[src/rtl/vga_timing_gen.sv]
// Raster timing source: pixel coordinates, active flag, syncs, line/frame strobes and frame counter.
// All outputs are decoded from the next position and registered together with it.
module vga_timing_gen #(
   parameter int unsigned H_ACTIVE  = 640,
   parameter int unsigned H_FP      = 16,
   parameter int unsigned H_SYNC    = 96,
   parameter int unsigned H_BP      = 48,
   parameter int unsigned V_ACTIVE  = 480,
   parameter int unsigned V_FP      = 10,
   parameter int unsigned V_SYNC    = 2,
   parameter int unsigned V_BP      = 33,
   parameter bit          HSYNC_POL = 1'b0,
   parameter bit          VSYNC_POL = 1'b0
) (
   input  logic       clk,
   input  logic       rst,
   input  logic       ce,
   output logic [9:0] x,
   output logic [9:0] y,
   output logic       active,
   output logic       hsync,
   output logic       vsync,
   output logic       line_start,
   output logic       frame_start,
   output logic [7:0] frame_count
);

   localparam int unsigned CW       = 10;
   localparam int unsigned FCW      = 8;
   localparam int unsigned H_TOTAL  = H_ACTIVE + H_FP + H_SYNC + H_BP;
   localparam int unsigned V_TOTAL  = V_ACTIVE + V_FP + V_SYNC + V_BP;
   localparam int unsigned HS_START = H_ACTIVE + H_FP;
   localparam int unsigned HS_END   = HS_START + H_SYNC;
   localparam int unsigned VS_START = V_ACTIVE + V_FP;
   localparam int unsigned VS_END   = VS_START + V_SYNC;

   // Coordinates are 10 bits wide, so larger rasters cannot be represented
   if ((H_TOTAL > 1024) || (V_TOTAL > 1024)) begin : g_bad_timing
      $error("vga_timing_gen: H_TOTAL and V_TOTAL must not exceed 1024");
   end

   typedef enum logic {PRIME, RUN} state_t;

   state_t          state, state_n;
   logic [CW-1:0]   x_n, y_n;
   logic            active_n, hsync_n, vsync_n;
   logic            line_start_n, frame_start_n;
   logic [FCW-1:0]  frame_count_n;

   // Next position and its decodes; strobes default low so they last one clk
   always_comb begin
      state_n       = state;
      x_n           = x;
      y_n           = y;
      frame_count_n = frame_count;
      active_n      = active;
      hsync_n       = hsync;
      vsync_n       = vsync;
      line_start_n  = 1'b0;
      frame_start_n = 1'b0;
      if (ce) begin
         case (state)
            PRIME: begin
               state_n = RUN;
               x_n     = '0;
               y_n     = '0;
            end
            RUN: begin
               if (x < CW'(H_TOTAL - 1)) begin
                  x_n = x + CW'(1);
               end else begin
                  x_n = '0;
                  if (y < CW'(V_TOTAL - 1)) begin
                     y_n = y + CW'(1);
                  end else begin
                     y_n           = '0;
                     frame_count_n = frame_count + FCW'(1);
                  end
               end
            end
            default: state_n = PRIME;
         endcase
         active_n      = (x_n < CW'(H_ACTIVE)) && (y_n < CW'(V_ACTIVE));
         hsync_n       = ((x_n >= CW'(HS_START)) && (x_n < CW'(HS_END))) ? HSYNC_POL : ~HSYNC_POL;
         vsync_n       = ((y_n >= CW'(VS_START)) && (y_n < CW'(VS_END))) ? VSYNC_POL : ~VSYNC_POL;
         line_start_n  = (x_n == '0);
         frame_start_n = (x_n == '0) && (y_n == '0);
      end
   end

   always_ff @(posedge clk) begin
      if (rst) begin
         state       <= PRIME;
         x           <= '0;
         y           <= '0;
         active      <= 1'b0;
         hsync       <= ~HSYNC_POL;
         vsync       <= ~VSYNC_POL;
         line_start  <= 1'b0;
         frame_start <= 1'b0;
         frame_count <= '0;
      end else begin
         state       <= state_n;
         x           <= x_n;
         y           <= y_n;
         active      <= active_n;
         hsync       <= hsync_n;
         vsync       <= vsync_n;
         line_start  <= line_start_n;
         frame_start <= frame_start_n;
         frame_count <= frame_count_n;
      end
   end

endmodule

[config.mk]
export PLATFORM = sky130hd
export DESIGN_NAME = vga_timing_gen
export DESIGN_NICKNAME = d
export VERILOG_FILES = /design/src/rtl/vga_timing_gen.sv
export SDC_FILE = /design/constraint.sdc
export NUM_CORES = 1
export LEC_CHECK = 0
export BUFFER_PORTS_ARGS = -buffer_cell sky130_fd_sc_hd__buf_4
export CORE_MARGIN = 2
export CORE_UTILIZATION = 40
export DETAILED_ROUTE_END_ITERATION = 12
export GPL_TIMING_DRIVEN = 0
export SLEW_MARGIN = 20
export SYNTH_ARGS = -nofsm -noshare
export SYNTH_HDL_FRONTEND = slang
export SYNTH_SLANG_ARGS = --single-unit
[constraint.sdc]
create_clock -name clk -period 2.15 [get_ports clk]
set_input_delay 0.215 -clock clk [delete_from_list [all_inputs] [get_ports clk]]
set_output_delay 0.215 -clock clk [all_outputs]
set_load 0.03 [all_outputs]
Word-level counts from Yosys, hierarchy flattened

Cells that the tools add are included.

Output and inout bits: 33
Register bits: 34
Bits of input ports: 3

Muxes and demuxes: 9
Add/subtract/negate cells: 3
Order comparisons: 8
Bitwise logic cells: 4
Reduce and logical (&&, ||, !) cells: 8

Operators with widths:

| cell                                                               | count |
|---|---|
| 2-to-1 mux 10 bit                                                  | 5 |
| less-than comparator 10 bit, second input constant                 | 4 |
| one-hot mux 10 bit (2 select lines)                                | 2 |
| adder 10 x 1 -> 10 bit, second input constant                      | 2 |
| zero test 10 bit                                                   | 2 |
| less-than comparator 10 x 9 -> 1 bit, second input constant        | 2 |
| greater-or-equal comparator 10 bit, second input constant          | 1 |
| greater-or-equal comparator 10 x 9 -> 1 bit, second input constant | 1 |
| adder 8 x 1 -> 8 bit, second input constant                        | 1 |
| logical AND 1 bit                                                  | 4 |
| inverter 1 bit                                                     | 4 |
| AND reduction 4 bit                                                | 1 |
| 2-to-1 mux 1 bit                                                   | 2 |
| OR reduction 2 bit                                                 | 1 |

Logic depth before layout (Yosys ltp)

Gate-level depths: netlist of the first run.

Depth in word-level cells: 8
Gate-level depth with buffers: 10
Mapped depth without buffers: 7

Worst setup path before layout of the first run

Ideal clock, no wire load.

Path kind: register to register
Start point: register x[1]
End point: register frame_count[3]
Buffers on the path: 2
Stages on the path, launching flop included: 10
Arrival time: 2.173 ns
Period minus slack after synthesis: 2.300 ns
Setup slack: -0.150 ns
Setup time: 0.128 ns
Cell sequence: dfxtp_1 > ha_1 > buf_4 > nand4_4 > a21o_1 > buf_2 > nor4_4 > nand4_1 > xor2_1 > nor2_1

Cells in the longest elaborated chain, start to end: 3

RTL lines:

| what                                 | RTL line | source |
|---|---|---|
| start: declaration                   | 18       | `output logic [9:0] x,` |
| start signal: assignment             | 104      | `x <= x_n;` |
| less-than comparator 10 bit          | 69       | `if (x < CW'(H_TOTAL - 1)) begin` |
| inverter 1 bit (no source line)      | --       |  |
| AND reduction 4 bit (no source line) | --       |  |
| end signal: assignment               | 111      | `frame_count <= frame_count_n;` |
| end: declaration                     | 25       | `output logic [7:0] frame_count` |

Every way passes these cells.
A chain may end at the register's enable or synchronous reset.

Final worst setup path of the first run

Start point: register x[0]
End point: register y[6]

Cells in the longest elaborated chain, start to end: 4

RTL lines:

| what                                | RTL line | source |
|---|---|---|
| less-than comparator 10 bit         | 69       |  |
| 2-to-1 mux 10 bit                   | 69       |  |
| one-hot mux 10 bit (2 select lines) | 62       | `case (state)` |
| 2-to-1 mux 10 bit                   | 61       | `if (ce) begin` |
| end signal: assignment              | 105      | `y <= y_n;` |
| end: declaration                    | 19       | `output logic [9:0] y,` |

Every way passes these cells. The select of a mux whose other input is x is not followed.

==> impl_metrics.csv, run 1 <==
group,metric,value,unit
cells_and_area,n_antenna_cell,0,
outcome,status,"completed",
grt,grt_max_degree,12,
sta,setup_viol,0,
cts,tritoncts,"done",
cts,htreeDepth,2,
worst_setup_path,crit_slowest_cell,"or3b_4",
sta,worstMarginPinSlew,0.5992,ns
cts,clkSinkCount,34,
synth,synth_top_area_share,33.56,%
placement,finalWeightedCongestion,0.8560,
synth,syn-num-nets,255,
synth,yosysTopAreaCell,"dfxtp_1",
pwr,p_leak,1.086,nW
synth,syn-instance-count,249,
sta,hold_violations,0,
pwr,p_per_area,487.2,nW/um^2
cells_and_area,nNetsFinal,310,
detailed_routing,drt-vias-per-instance,5.608,
synth,ys_seq_area_share,33.56,%
job,cap_viol_max_count,0,
synth,synth-async-reset-ratio,0,%
grt,antenna_found_initial,0,
sta,rsz0062_at_grt,"no",
sta,drv_slew,0,
detailed_routing,ant_nets,0,
floorplan,core,4817,um^2
synth,synth.distinct_cells,53,
grt,grt_overflow,0,
detailed_routing,drt_iter0_markers,178,
pwr,ir_worst_vdd,0.0003270,V
detailed_routing,drtPass1Iterations,5,
placement,hpwl,3.733,mm
cts,clock_path_buffers,2,
grt,grt_usage,20.39,%
cts,clk_pin_slew,0.08,ns
worst_setup_path,crit_required,2.37,ns
synth,netlist_area,2028,um^2
detailed_routing,num_vias,2086,
floorplan,core.rowCount,25,
cells_and_area,fill_cells,474,
worst_hold_path,min-delay-start,"ce",
synth,synth-main-ff-cell,"dfxtp_1",
worst_setup_path,cp_cell_sequence,"ha_4, buf_6, nand4_4, a21oi_4, nor2b_4, xnor2_4, or3b_4, a21oi_2",
detailed_routing,routed_wl,5.558,mm
floorplan,die_h,75.21,um
detailed_routing,wl_per_cell,14.94,um
sta,slew_headroom,60.05,%
placement,dp_cells,350,
cts,cts_hold_buf,0,
synth,syn_area_per_cell,8.145,um^2
cts,cts-root-buf,"clkbuf_8",
synth,synth_edf_count,0,
floorplan,top_level_ports,36,
worst_setup_path,crit_arrival,2.27,ns
worst_setup_path,regToRegStartpoint,"x[0]$_SDFFE_PP0P_",
pwr,finalPower,1.326,mW
sta,fin_worst_skew,0.01294,ns
worst_setup_path,worstSetupPathType,"reg -> reg",
worst_hold_path,hold_class,"in -> reg",
detailed_routing,drc_errors,0,
synth,synthTopCellsByCount,"nor2_1 (37), dfxtp_1 (34), nand2_1 (21)",
synth,synth-seq-cells,34,
floorplan,start_util,42.10,%
worst_setup_path,start_kind,"register",
worst_setup_path,endpoint_kind,"register",
cells_and_area,stdcell_count,372,
placement,io_buffers,34,
worst_setup_path,crit_path_start,"x[0]$_SDFFE_PP0P_",
sta,finalCritPeriodShare,95.46,%
cells_and_area,drive_gt1_share,30.49,%
worst_setup_path,max_stage_delay,0.40,ns
synth,post-synth-top-count-cell,"nor2_1",
floorplan,die_area,5656,um^2
sta,finalWorstPathRequiredPeriod,2.052,ns
cts,cts_buffers,5,
sta,max_clock_freq,487.2,MHz
cts,clk-insertion-delay-late,0.29,ns
synth,synth.area.top_cells,"dfxtp_1 (34%), nor2_1 (6.8%), a21oi_1 (4.4%)",
floorplan,die_w,75.21,um
cells_and_area,area_growth,34.24,%
grt,grt_pass1_wl,8.735,mm
worst_setup_path,path_max_fanout,7,
synth,synth_warnings,0,
grt,grt_pass1_vias,1775,
## final cells by class
class	instances	area, um^2	share of cell area, %
Multi-Input combinational cell	193	1346	49.45
Sequential cell	34	690.7	25.37
Timing Repair Buffer	49	371.6	13.65
Buffer	17	105.1	3.860
Tap cell	67	83.83	3.079
Clock buffer	6	72.57	2.665
Clock inverter	2	37.54	1.379
Inverter	4	15.01	0.5515
## kinds of logic (layout without fill, tap and decap cells)
logic type               count (synthesis)  in the layout  share of synthesized area [%]
buffers and inverters                   22             78                          5.613
flip-flops                              34             34                          33.56
AND/OR/NAND/NOR                        111            111                          29.24
adder cells (fa/ha/maj)                  3              3                          1.851
AO/OA/AOI/OAI                           57             57                          19.86
XOR/XNOR                                16             16                          6.910
multiplexers                             6              6                          2.961
## routing by layer
metal  vias to the layer above  part of all wire (%)  track usage (%)
met5                         -                     0                0
li1                       1009                     -                -
met3                        11                   6.6            4.418
met2                        77                    45            30.02
met4                         0                   1.6            9.747
met1                       989                    47            28.36
## critical path: cells and delay by family, from the launching register on
family,cells,cell delay (ns)
AND/OR/NAND/NOR,3,0.81
adder cells (fa/ha/maj),1,0.13
buffers and inverters,1,0.11
XOR/XNOR,1,0.15
flip-flops,1,0.39
AO/OA/AOI/OAI,2,0.39
## final timing paths
path	end	slack [ns]	depth (start not counted)
setup / recovery	y[6]$_SDFFE_PP0P_	0.1	8
hold reg to reg	active$_SDFFE_PP0P_	0.50	2
setup reg to reg	y[6]$_SDFFE_PP0P_	0.1	8
hold / removal	active$_SDFFE_PP0P_	0.31	3
## state kept, by name, indices dropped and copies added (netlist names)
name / flops
x: 10
active: 1
state: 1
line_start: 1
hsync: 1
y: 10
frame_count: 8
vsync: 1
frame_start: 1
## cells in the final DEF (no fill, tap or decap), types with 3 or more instances in the layout
cell,count
a21oi_1,17
a22oi_1,3
a31oi_1,4
and3_1,5
buf_4,50
buf_6,5
clkbuf_1,7
clkbuf_8,5
dfxtp_1,30
inv_1,4
mux2i_1,5
nand2_1,20
nand3_1,6
nand4_1,10
nor2_1,36
nor3_1,8
nor3b_1,4
o21ai_0,7
xnor2_1,6
xor2_1,8
## timing repair
action | in CTS | in global routing
resized for setup | 6 | 26
buffers inserted | 4 | 11
pin swaps | 2 | 5
endpoints found under the setup margin | 12 | 23
## per-stage QoR
stage	util (%)	setup WS [ns]	area (um^2)	TNS [ns]	hold WS, ns
global route	56.52	0.008350	2723	0	0.3429
floorplan	-	0.01013	2031	0	0.4582
global placement	49.19	-0.2116	2370	-1.254	0.4850
CTS	52.55	0.006167	2531	0	0.3101
detailed placement	49.19	-0.1358	2370	-0.9020	0.4829
finish	56.52	0.09759	2723	0	0.3136
## report_power, final
| part | internal, mW | switching (mW) |
|---|---|---|
| logic | 0.0306 | 0.0618 |
| clock network | 0.346 | 0.247 |
| registers | 0.634 | 0.00743 |
No activity file was read; power rests on OpenSTA's default activity.
==> inputs of run 2 (changes only) <==
--- a/config.mk
+++ b/config.mk
@@ -5,6 +5,8 @@
 export SDC_FILE = /design/constraint.sdc
 export NUM_CORES = 1
 export LEC_CHECK = 0
+export ABC_AREA = 1
+export ABC_CLOCK_PERIOD_IN_PS = 2180
 export BUFFER_PORTS_ARGS = -buffer_cell sky130_fd_sc_hd__buf_4
 export CORE_MARGIN = 2
 export CORE_UTILIZATION = 40
==> constraint.sdc (replaced) <==
create_clock -name clk -period 2.18 [get_ports clk]
set_input_delay 0.218 -clock clk [delete_from_list [all_inputs] [get_ports clk]]
set_output_delay 0.218 -clock clk [all_outputs]
set_load 0.03 [all_outputs]
==> run 2 against run 1 <==
- fmax increased by 5.4%
- synthesized cell count increased by 22%
- clock power grew 20%
- critical endpoint is now frame_start$_SDFF_PP0_
- critical path type unchanged
- clock skew shrank 0.0067 ns
- non-clock buffer count is 25 lower
- first-iteration DRC count fell by 25%
- hold slack gained 0.0093 ns
- count of clock-buffer cells in the layout down 1
- sequential share of layout area up 2.0 points
- final cell count is 11% higher
- cell area down 8.4%
==> impl_metrics.csv, run 2 <==
group,metric,value,unit
outcome,status,"completed",
sta,worstMarginPinSlew,0.5093,ns
cts,clk_pin_slew,0.08,ns
sta,finalCritPeriodShare,89.36,%
grt,grt_max_degree,13,
cts,cts_hold_buf,0,
grt,grt_pass1_wl,8.418,mm
synth,syn-instance-count,303,
synth,synth.area.top_cells,"dfxtp_1 (34%), nand2_1 (12%), nor2_1 (7.1%)",
sta,slew_headroom,66.05,%
floorplan,core.rowCount,25,
detailed_routing,routed_wl,5.230,mm
synth,ys_seq_area_share,34.04,%
pwr,finalPower,1.651,mW
synth,yosysTopAreaCell,"dfxtp_1",
floorplan,die_h,74.70,um
sta,max_clock_freq,513.4,MHz
worst_setup_path,endpoint_kind,"register",
cts,cts-root-buf,"clkbuf_8",
cells_and_area,final_cell_mix,"nand2_1 (64), nor2_1 (37), buf_4 (34)",
sta,fin_worst_skew,0.006287,ns
grt,grt_overflow,0,
cts,clkSinkCount,34,
worst_hold_path,min-delay-start,"ce",
sta,finalWorstPathRequiredPeriod,1.948,ns
synth,synth_warnings,0,
worst_setup_path,worstSetupPathType,"reg -> reg",
sta,tns,0,ns
floorplan,start_util,41.78,%
grt,grt_pass1_vias,1824,
sta,hold_violations,0,
detailed_routing,drt-vias-per-instance,5.039,
worst_setup_path,cp_cell_sequence,"ha_2, nand2_1, inv_1, nand2_2, nand2_4, nand2_4, nand2_4, inv_2, nand2_1, nand2_1, nor3_4, nand4_1, nor2_1",
worst_setup_path,regToRegStartpoint,"x[1]$_SDFFE_PP0P_",
cts,cts_resized,0,
floorplan,core,4786,um^2
worst_setup_path,path_max_fanout,8,
cts,tritoncts,"done",
cells_and_area,post-route-util,52.10,%
cells_and_area,layout_commonest_cell,"nand2_1",
detailed_routing,drc_errors,0,
synth,synth_edf_count,0,
detailed_routing,ant_nets,0,
worst_setup_path,start_kind,"register",
synth,synth_top_area_share,34.04,%
detailed_routing,drt_iter0_markers,134,
cts,cts_buffers,5,
sta,fin_ws,0.2320,ns
cts,clk-insertion-delay-late,0.29,ns
pwr,ir_worst_vdd,0.0002771,V
worst_setup_path,reg2reg_slack,0.23,ns
synth,syn-num-nets,309,
sta,rsz0062_at_grt,"no",
synth,synth-async-reset-ratio,0,%
synth,synth-main-ff-cell,"dfxtp_1",
grt,antenna_found_initial,0,
worst_hold_path,hold_end,"frame_count[7]$_SDFFE_PP0P_",
worst_hold_path,hold_depth,4,
synth,synthTopCellsByCount,"nand2_1 (64), nor2_1 (38), dfxtp_1 (34)",
cells_and_area,reg_top3,"x x10, y x10, frame_count x8",
cells_and_area,area_growth,24.72,%
cts,post_cts_buffers,0,
placement,io_buffers,34,
cells_and_area,n_antenna_cell,0,
cts,clock_path_buffers,2,
cells_and_area,fill_cells,507,
worst_setup_path,rr_endpoint,"frame_start$_SDFF_PP0_",
worst_hold_path,hold_class,"in -> reg",
cts,htreeDepth,2,
detailed_routing,num_vias,2076,
synth,netlist_area,1999,um^2
placement,place_ws,0.1247,ns
synth,post-synth-top-count-cell,"nand2_1",
worst_setup_path,crit_required,2.41,ns
placement,finalWeightedCongestion,0.8388,
worst_setup_path,crit_arrival,2.17,ns
synth,syn_area_per_cell,6.599,um^2
placement,hpwl,3.904,mm
sta,drv_slew,0,
pwr,p_leak,1.091,nW
grt,grt_usage,20.01,%
worst_setup_path,r2r_cells,13,
floorplan,die_area,5580,um^2
floorplan,die_w,74.70,um
cells_and_area,drive_gt1_share,19.42,%
synth,synth-seq-cells,34,
floorplan,top_level_ports,36,
synth,synth.distinct_cells,33,
sta,setup_viol,0,
job,cap_viol_max_count,0,
cells_and_area,nNetsFinal,350,
worst_setup_path,crit_slowest_cell,"dfxtp_1",
worst_setup_path,max_stage_delay,0.38,ns
pwr,p_per_area,662.2,nW/um^2
detailed_routing,wl_per_cell,12.69,um
detailed_routing,drtPass1Iterations,4,
==> run 2: cell types whose count changed after synthesis, sizes merged, moves of 6 or more <==
cell and change:
o21ai +18, nand4 -6, inv +29, buf -10, nand3 +19, mux2i -6, nand2 +52, xnor2 -7
==> run 2: report_power, final <==
group	total [mW]	internal, mW	switching (mW)
clock network	0.711	0.458	0.252
logic	0.258	0.0847	0.173
registers	0.683	0.649	0.0340
total	1.65	1.19	0.460
==> run 2: worst max-delay path: cells and delay by family, from the launching register on <==
| family | cells | cell delay [ns] |
|---|---|---|
| AND/OR/NAND/NOR | 10 | 1.10 |
| flip-flops | 1 | 0.38 |
| adder cells (fa/ha/maj) | 1 | 0.22 |
| buffers and inverters | 2 | 0.16 |
==> run 2: per-stage QoR <==
stage                     hold slack, ns  std cells  instance area [um^2]
after global routing              0.3368        412                  2494
after CTS                         0.3131        412                  2476
after floorplan                   0.4503        303                  1999
after global placement            0.4597        404                  2338
after detailed placement          0.4637        404                  2338
final                             0.3228        412                  2494
==> run 2: logic make-up after synthesis <==
logic type	after synthesis	synth area share (%)
AOI/OAI and AO/OA	61	16.83
xor gates and xnor gates	4	1.753
adders and majority gates	3	1.878
buffers and inverters	43	8.323
DFF	34	34.04
and+or+nand+nor	158	37.17
==> run 2: layout make-up <==
cell class	instances	area (um^2)	share of cell area, %
clock inverter	3	68.82	2.760
timing repair buffer	34	255.2	10.24
buffer	7	30.03	1.204
clock buffer	5	68.82	2.760
tap	67	83.83	3.362
multi-input combinational	226	1169	46.86
inverter	36	136.4	5.469
sequential	34	681.9	27.35
==> run 2: routing by layer <==
| metal | part of all wire [%] | up-vias | track usage [%] |
|---|---|---|---|
| li1 | - | 1081 | - |
| met1 | 48 | 926 | 27.01 |
| met2 | 46 | 60 | 31.96 |
| met3 | 4.4 | 9 | 4.552 |
| met4 | 1.3 | 0 | 6.151 |
| met5 | 0 | - | 0 |
==> run 2: how the worst max path moves through the flow <==
stage	start	endpoint	slack, ns	cells after the start
detailed placement	x[0]$_SDFFE_PP0P_	active$_SDFFE_PP0P_	0.12	13
global placement	x[0]$_SDFFE_PP0P_	active$_SDFFE_PP0P_	0.14	13
finish	x[1]$_SDFFE_PP0P_	frame_start$_SDFF_PP0_	0.23	13
global route	x[1]$_SDFFE_PP0P_	frame_start$_SDFF_PP0_	0.03	13
floorplan	x[1]$_SDFFE_PP0P_	frame_count[6]$_SDFFE_PP0P_	0.24	12
CTS	x[0]$_SDFFE_PP0P_	active$_SDFFE_PP0P_	0.1	13
==> inputs of run 3 (changes only) <==
--- a/config.mk
+++ b/config.mk
@@ -11,7 +11,6 @@
 export CORE_MARGIN = 2
 export CORE_UTILIZATION = 40
 export DETAILED_ROUTE_END_ITERATION = 12
-export GPL_TIMING_DRIVEN = 0
 export SLEW_MARGIN = 20
 export SYNTH_ARGS = -nofsm -noshare
 export SYNTH_HDL_FRONTEND = slang
==> run 3 against run 2 <==
- via count shrank 2.3%
- fmax increased by 1.2%
- first-iteration DRC count rose by 7.5%
- non-clock buffer count fell by 1
- clock power down 18%
- cell area fell by 1.1%
- sequential share of layout area rose by 0.24 points
- combinational power is essentially flat
- clock skew is 0.0011 ns higher
- sequential power about the same
- utilization decreased by 0.55 points
- worst setup slack better by 0.023 ns
- critical path type unchanged
- largest cell class unchanged
- highest routed layer unchanged
==> impl_metrics.csv, run 3 (synthesis results as in run 2) <==
group,metric,value,unit
grt,grt_overflow,0,
detailed_routing,drt_iter0_markers,144,
sta,fin_hold_ws,0.2365,ns
cts,clk_pin_slew,0.08,ns
job,cap_viol_max_count,0,
sta,rsz0062_at_grt,"no",
pwr,ir_worst_vdd,0.0003025,V
worst_setup_path,endpoint_kind,"register",
detailed_routing,wl_per_cell,12.34,um
pwr,p_leak,1.098,nW
cts,clock_path_buffers,2,
sta,worstMarginPinSlew,0.4579,ns
sta,finalWorstPathRequiredPeriod,1.925,ns
grt,grt_usage,19.74,%
worst_setup_path,regToRegStartpoint,"x[0]$_SDFFE_PP0P_",
floorplan,die_w,74.70,um
placement,place_ws,0.1711,ns
sta,finalCritPeriodShare,88.28,%
sta,fin_worst_skew,0.007395,ns
worst_setup_path,crit_required,2.35,ns
worst_setup_path,crit_arrival,2.10,ns
cells_and_area,reg_top3,"x x10, y x10, frame_count x8",
detailed_routing,num_vias,2028,
grt,grt_pass1_wl,8.583,mm
sta,tns,0,ns
sta,drv_slew,0,
worst_setup_path,crit_slowest_cell,"dfxtp_1",
sta,setup_viol,0,
outcome,status,"completed",
floorplan,die_area,5580,um^2
floorplan,die_h,74.70,um
detailed_routing,routed_wl,5.073,mm
worst_setup_path,worstSetupPathType,"reg -> reg",
cells_and_area,layout_commonest_cell,"nand2_1",
grt,antenna_found_initial,0,
pwr,p_per_area,614.5,nW/um^2
worst_hold_path,min-delay-start,"rst",
cts,tritoncts,"done",
cells_and_area,drive_gt1_share,20.64,%
sta,hold_violations,0,
cts,htreeDepth,2,
cells_and_area,area_growth,23.40,%
worst_hold_path,hold_depth,2,
cts,clkSinkCount,34,
floorplan,start_util,41.78,%
cells_and_area,n_antenna_cell,0,
pwr,finalPower,1.516,mW
worst_setup_path,start_kind,"register",
cells_and_area,post-route-util,51.56,%
cells_and_area,nNetsFinal,349,
sta,max_clock_freq,519.6,MHz
floorplan,top_level_ports,36,
placement,finalWeightedCongestion,0.9020,
cells_and_area,final_cell_mix,"nand2_1 (64), buf_4 (40), nor2_1 (36)",
cts,cts_buffers,5,
floorplan,core,4786,um^2
floorplan,core.rowCount,25,
worst_setup_path,crit_path_start,"x[0]$_SDFFE_PP0P_",
placement,io_buffers,35,
worst_setup_path,cp_cell_sequence,"ha_1, nand2_1, inv_1, nand2_2, nand2_2, nand2_4, nor2_4, nor2_2, nand3_1, nor2_1, nand2_1, nand3_1, a21oi_1",
detailed_routing,drt-vias-per-instance,4.934,
sta,fin_ws,0.2554,ns
cts,cts-root-buf,"clkbuf_8",
placement,hpwl,3.851,mm
cts,cts_hold_buf,0,
cells_and_area,fill_cells,506,
detailed_routing,drc_errors,0,
grt,grt_pass1_vias,1882,
cells_and_area,multi_input_area,1157,um^2
worst_hold_path,hold_class,"in -> reg",
worst_setup_path,max_stage_delay,0.34,ns
cts,clk-insertion-delay-late,0.29,ns
cells_and_area,seqCellArea,680.7,um^2
detailed_routing,ant_nets,0,
grt,grt_max_degree,33,
sta,slew_headroom,69.15,%
worst_setup_path,r2r_cells,13,
worst_setup_path,path_max_fanout,8,
detailed_routing,drtPass1Iterations,4,
-- run 3: cell count changes in the layout (fill, tap and decap cells not counted), sizes merged --
cell	before	now
clkbuf	12	5
buf	34	40
bufinv	2	1
clkinv	4	5
-- run 3: metal layers --
layer	track usage, %	part of all wire [%]	vias to the layer above
li1	-	-	1077
met1	27.79	49	904
met2	30.58	45	43
met3	4.284	5.1	4
met4	5.556	1.1	0
met5	0	0	-
-- run 3: metrics by stage --
step                instance area [um^2]  cells
global route                        2467    411
finish                              2467    411
floorplan                           1999    303
global placement                    2354    403
detailed placement                  2354    403
CTS                                 2462    411
-- run 3: worst paths after layout --
| path | to | slack, ns |
|---|---|---|
| setup / recovery | active$_SDFFE_PP0P_ | 0.26 |
| hold / removal | frame_count[7]$_SDFFE_PP0P_ | 0.24 |
| setup reg to reg | active$_SDFFE_PP0P_ | 0.26 |
| hold reg to reg | active$_SDFFE_PP0P_ | 0.50 |
-- run 3: power breakdown --
| part | switching [mW] | total [mW] | internal, mW |
|---|---|---|---|
| Combinational | 0.170 | 0.256 | 0.0863 |
| Sequential | 0.0311 | 0.680 | 0.648 |
| Clock | 0.244 | 0.581 | 0.337 |
-- run 3: critical path: cells and delay by family, from the launching register on --
family	cells	cell delay, ns
AOI/OAI and AO/OA	1	0.07
adders and majority gates	1	0.24
buffers and inverters	1	0.05
DFF	1	0.34
and+or+nand+nor	10	1.12
-- run 3: repair_timing --
| item | CTS | global route |
|---|---|---|
| setup endpoints to repair | 0 | 2 |
| resized for setup | 0 | 3 |
| setup buffers | 0 | 0 |
-- run 3: cell type report --
class,count,share of cell area (%)
clock inverters,3,1.623
flip-flops and latches,34,27.59
repair buffers,40,12.17
well taps,67,3.398
clock buffers,5,2.789
multi-input cells,226,46.91
inverters,36,5.527
